`config.mk`:
```
export PLATFORM = sky130hd
export DESIGN_NAME = instruction_fetch
export DESIGN_NICKNAME = d
export VERILOG_FILES = /design/src/rtl/instruction_fetch.sv
export SDC_FILE = /design/constraint.sdc
export NUM_CORES = 2
export LEC_CHECK = 0
export CORE_AREA = 10 10 394 396
export DETAILED_ROUTE_END_ITERATION = 16
export DIE_AREA = 0 0 404 406
export GPL_TIMING_DRIVEN = 0
export PLACE_DENSITY = 0.71
export SLEW_MARGIN = 20
export SYNTH_ARGS = -nofsm -noshare
export SYNTH_HDL_FRONTEND = slang
export SYNTH_SLANG_ARGS = --single-unit
```
`constraint.sdc`:
```
create_clock -name i_clk -period 6 [get_ports i_clk]
set_input_delay 1.5 -clock i_clk [delete_from_list [all_inputs] [get_ports i_clk]]
set_output_delay 1.5 -clock i_clk [all_outputs]
set_load 0.01 [all_outputs]
```
`src/rtl/instruction_fetch.sv`:
```
// IF stage: PC register, debug-loadable instruction memory and the IDLE/RUN/HALTED
// fetch sequencer feeding the IF/ID latch.
module instruction_fetch #(
   parameter int          SIZE_DATA  = 32,
   parameter int          SIZE_PC    = 32,
   parameter int          ADDR_W     = 6,
   parameter logic [31:0] HALT_INSTR = 32'hFFFF_FFFF
) (
   input  logic                 i_clk,
   input  logic                 i_reset,
   input  logic                 i_enable,
   input  logic                 i_start,
   input  logic                 i_stall,
   input  logic                 i_pc_src,
   input  logic [SIZE_PC-1:0]   i_pc_target,
   input  logic                 i_wr_en,
   input  logic [ADDR_W-1:0]    i_wr_addr,
   input  logic [SIZE_DATA-1:0] i_wr_data,
   output logic [SIZE_PC-1:0]   o_pc,
   output logic [SIZE_DATA-1:0] o_instr,
   output logic [SIZE_PC-1:0]   o_cur_pc,
   output logic                 o_running,
   output logic                 o_halt
);

   // state      | meaning
   // ST_IDLE    | program load allowed, waiting for i_start, o_instr = NOP
   // ST_RUN     | fetching one word per enabled cycle
   // ST_HALTED  | HALT word fetched, PC frozen until reset
   typedef enum logic [1:0] {
      ST_IDLE   = 2'd0,
      ST_RUN    = 2'd1,
      ST_HALTED = 2'd2
   } state_t;

   state_t               state_q, state_d;
   logic [SIZE_PC-1:0]   pc_q, pc_d;
   logic [SIZE_DATA-1:0] mem_q [0:(1<<ADDR_W)-1];
   logic [SIZE_DATA-1:0] instr;
   logic                 unused_tgt_lsb;

   // Redirect targets are word aligned, so the byte-offset bits are dropped.
   assign unused_tgt_lsb = ^i_pc_target[1:0];

   assign instr     = (state_q == ST_RUN) ? mem_q[pc_q[ADDR_W+1:2]] : '0;
   assign o_instr   = instr;
   assign o_pc      = pc_q + SIZE_PC'(4);
   assign o_cur_pc  = pc_q;
   assign o_running = (state_q == ST_RUN);
   assign o_halt    = (state_q == ST_HALTED);

   always_comb begin
      state_d = state_q;
      pc_d    = pc_q;
      if (i_enable) begin
         case (state_q)
            ST_IDLE: begin
               if (i_start) state_d = ST_RUN;
            end
            ST_RUN: begin
               // A stall discards the redirect; the hazard unit re-asserts it later.
               if (!i_stall) begin
                  if (instr == SIZE_DATA'(HALT_INSTR)) begin
                     state_d = ST_HALTED;
                  end else if (i_pc_src) begin
                     pc_d = {i_pc_target[SIZE_PC-1:2], 2'b00};
                  end else begin
                     pc_d = pc_q + SIZE_PC'(4);
                  end
               end
            end
            default: begin
               state_d = state_q;
            end
         endcase
      end
   end

   always_ff @(posedge i_clk or negedge i_reset) begin
      if (!i_reset) begin
         state_q <= ST_IDLE;
         pc_q    <= '0;
      end else begin
         state_q <= state_d;
         pc_q    <= pc_d;
      end
   end

   // Program memory survives reset so a reloaded run starts from the same image.
   always_ff @(posedge i_clk) begin
      if (i_wr_en && (state_q == ST_IDLE)) begin
         mem_q[i_wr_addr] <= i_wr_data;
      end
   end

endmodule

```
==> results.md <==
- Most common cell after layout, fill and taps aside: edfxtp_1
- Worst setup SP type: flip-flop
- H-tree Lvls: 4
- Initial Utilization: 55.8%
- Leakage: 31.9 nW
- Post-route ant nets: 0
- Final HPWL DP: 205000 microns
- Worst-path clk slew: 60 ps
- Post-route setup slack: -145 ps
- DP Cell Count: 6218
- Total power draw: 41.4 mW
- Largest net degree at the start of global routing: 65
- Cell taking the most area after synthesis: edfxtp_1
- Hold buffers post-CTS: 0
- Total number of vias: 49.5k
- Initial antenna violation count: 20
- Final period util: 102%
- Post-Synth Adder-Cell Area: 0.0152%
- Skew-Pair Late Insertion Delay: 860 ps
- Number of synthesized flops with an enable pin: 2048
- Critical path capture point type: output port
- Most frequent cells in the layout: edfxtp_1 (2048), mux4_2 (420), clkbuf_16 (207)
- Fillers: 9070
- Yosys Warn Count: 0
- Max-Cap Viols: 0
- Remaining DRCs: 0
- First-pass GRT wire length: 408000 microns
- Tot GR Track Use: 37.2%
- HP Class: in2async
- Mux cell area share after synthesis: 15.0%
- Status: finished with violations
- Vias in the first global route: 46.9k
- Final Hold Fails: 0
- DRT iter0 DRCs: 9806
- Finish-stage setup viols: 12
- Required @ worst endpoint: 4500 ps
- Critical path's most frequent cell: buf_4
- Worst-path fanout max: 10
- Placer congestion estimate: 0.922
- Via/cell ratio: 7.46
- Slew headroom: 23.7%
- Layout cells sized above 1: 30.1%
- #FFs+latches synth: 2080
- Cell Pwr Density: 419 mW/mm^2
- Setup TNS: -556 ps
- Avg WL per Cell: 46.5 microns
- Final Skew: 69.1 ps
- 1st-pass router iterations: 8
- Reg2reg path depth: 14
- FF-to-FF setup slack: 280 ps
- Synth Area in Simple Gates: 2.82%
- Avg Inst Size Synth: 20.9 sq um
- Top cells by area, synth: edfxtp_1 (75%), mux4_2 (12%), mux2i_1 (2.1%)
- Synth Flop Type: edfxtp_1
- FF-to-FF Start: o_cur_pc[3]$_DFFE_PN0P_
- Core region area: 0.147 sq mm
- I/O pin count: 175
- Routed wire length: 309000 microns
- Die Ht: 406 microns
- Fin crit period: 6140 ps
- Fmax: 0.163 GHz
- Synth Instances: 3932
- Max clock buf depth: 3
- Root Buffer: clkbuf_16
- Post-route insts no fill: 6639
- Placement Setup Slack: -993 ps
- WS Path Type: reg2out
- Cell breakdown of the critical path: buf_4 -> buf_4 -> buf_6 -> mux4_2 -> a22o_1 -> a2111oi_1 -> or4_1 -> a21oi_2 -> dlygate4sd2_1
- Critical path arrival: 4640 ps
- CTS tree: built
- TritonCTS Buffers: 202
- Slew @ Worst Pin: 1140 ps
- Worst vdd ir: 0.338 mV
- Post-synth top area share: 74.9%
- XOR/XNOR share of the synthesized area: 0.299%
- Sequential element share of the synthesized area: 75.9%
- Die area: 0.164 sq mm
- Crit path max-delay cell type: a2111oi_1
- Port Buffer Count: 164
- NumNets Final: 4598
- CP max stage delay: 940 ps
- Ys async rst share: 1.54%
- Pins Over Slew Limit: 0
- Synthesis-to-finish area growth: 20.3%
- R2r endpoint: o_cur_pc[2]$_DFFE_PN0P_
- Die width: 404 microns
- Clock Sinks: 2080
- Netlist cell types: 92
- Cell Area, Synth: 0.0821 sq mm
- FP Rows: 141
- Synth Area in Compound Gates: 3.58%
- GRT overflow: 0
- Main combinational cell family by area after synthesis: multiplexers
- Failing checks: negative setup slack
-- through the flow --
| step | hold WS (ps) | instance area, sq um | utilization, % |
|---|---|---|---|
| CTS | 513 | 98300 | 66.8 |
| detailed placement | 551 | 90800 | 61.7 |
| global placement | 538 | 86200 | 58.6 |
| floorplan | 502 | 82100 | - |
| finish | 526 | 98700 | 67.1 |
| global route | 537 | 98700 | 67.1 |
-- critical path: cells and delay by family (launching register included) --
family | cells | cell delay (ps)
mux | 1 | 340
buf+inv | 4 | 1080
simple gates | 1 | 420
flops | 1 | 470
compound gates | 3 | 1480
-- flip-flops by register name (all words and copies together), names as in the netlist --
signal	cells
mem_q	2048
state_q	2
o_cur_pc	30
-- Yosys cell counts, types with 17 or more instances --
| master | count |
|---|---|
| clkbuf_1 | 54 |
| mux4_2 | 420 |
| buf_2 | 66 |
| buf_8 | 20 |
| mux2_2 | 58 |
| dfrtp_1 | 32 |
| nand2_1 | 144 |
| nand2b_1 | 17 |
| o21ai_0 | 20 |
| a31oi_1 | 27 |
| o22ai_1 | 60 |
| a21oi_1 | 87 |
| mux2i_1 | 169 |
| buf_4 | 35 |
| buf_6 | 36 |
| nor3_1 | 30 |
| o221ai_1 | 24 |
| and2_1 | 21 |
| edfxtp_1 | 2048 |
| a22oi_1 | 73 |
| a221oi_1 | 21 |
| nand3_1 | 37 |
| xnor2_1 | 24 |
| nor2_1 | 131 |
-- cell type report --
class	instances	area, sq um	share of cell area (%)
Antenna cell	19	47.5	0.0482
Buffer	233	2600	2.64
Sequential cell	2080	62300	63.1
Clock buffer	257	5350	5.41
Tap cell	1930	2410	2.45
Clock inverter	117	1080	1.10
Timing Repair Buffer	385	6030	6.10
Multi-Input combinational cell	1597	18800	19.1
Inverter	21	86.3	0.0874
-- worst max-delay path by stage --
| stage | startpoint | end | slack, ps | cells after the start |
|---|---|---|---|---|
| 6_report | o_cur_pc[3]$_DFFE_PN0P_ | o_instr[25] | -140 | 9 |
| 3_3_place_gp | i_wr_en | mem_q[19][31]$_DFFE_PP_ | -2290 | 4 |
| 3_5_place_dp | o_cur_pc[4]$_DFFE_PN0P_ | o_instr[10] | -990 | 13 |
| 5_1_grt | o_cur_pc[2]$_DFFE_PN0P_ | o_instr[30] | -5 | 13 |
| 4_1_cts | o_cur_pc[2]$_DFFE_PN0P_ | o_instr[27] | -80 | 13 |
| 2_1_floorplan | o_cur_pc[4]$_DFFE_PN0P_ | o_pc[30] | 1770 | 10 |
-- layer usage --
layer  GRT usage (%)  vias to the layer above  part of all wire [%]
met4            23.4                       12                   8.1
met1            45.6                    24800                    31
met2            53.6                     5661                    43
li1                -                    17700                     -
met5               0                        -                 0.026
met3            17.3                     1384                    18
-- kinds of logic (layout without fill, tap and decap cells) --
family / count (synthesis) / after routing
buffers and inverters: 258 / 1013
xor gates and xnor gates: 28 / 28
DFF: 2080 / 2080
and+or+nand+nor: 475 / 475
muxes: 671 / 671
AOI/OAI and AO/OA: 418 / 418
other: 1 / 23
adders and majority gates: 1 / 1
-- report_power, final --
group,internal (mW),switching [mW],leakage [nW]
sequential,16.0,0.0747,18.8
combinational,4.76,8.01,9.98
clock,6.99,5.55,3.12
-- repair_timing --
action,4_1_cts,5_1_grt
gates resized for setup,262,74
setup endpoints to repair,83,28
pin swaps,17,4
setup buffers,16,16
Power figures use the tool's default switching activity.
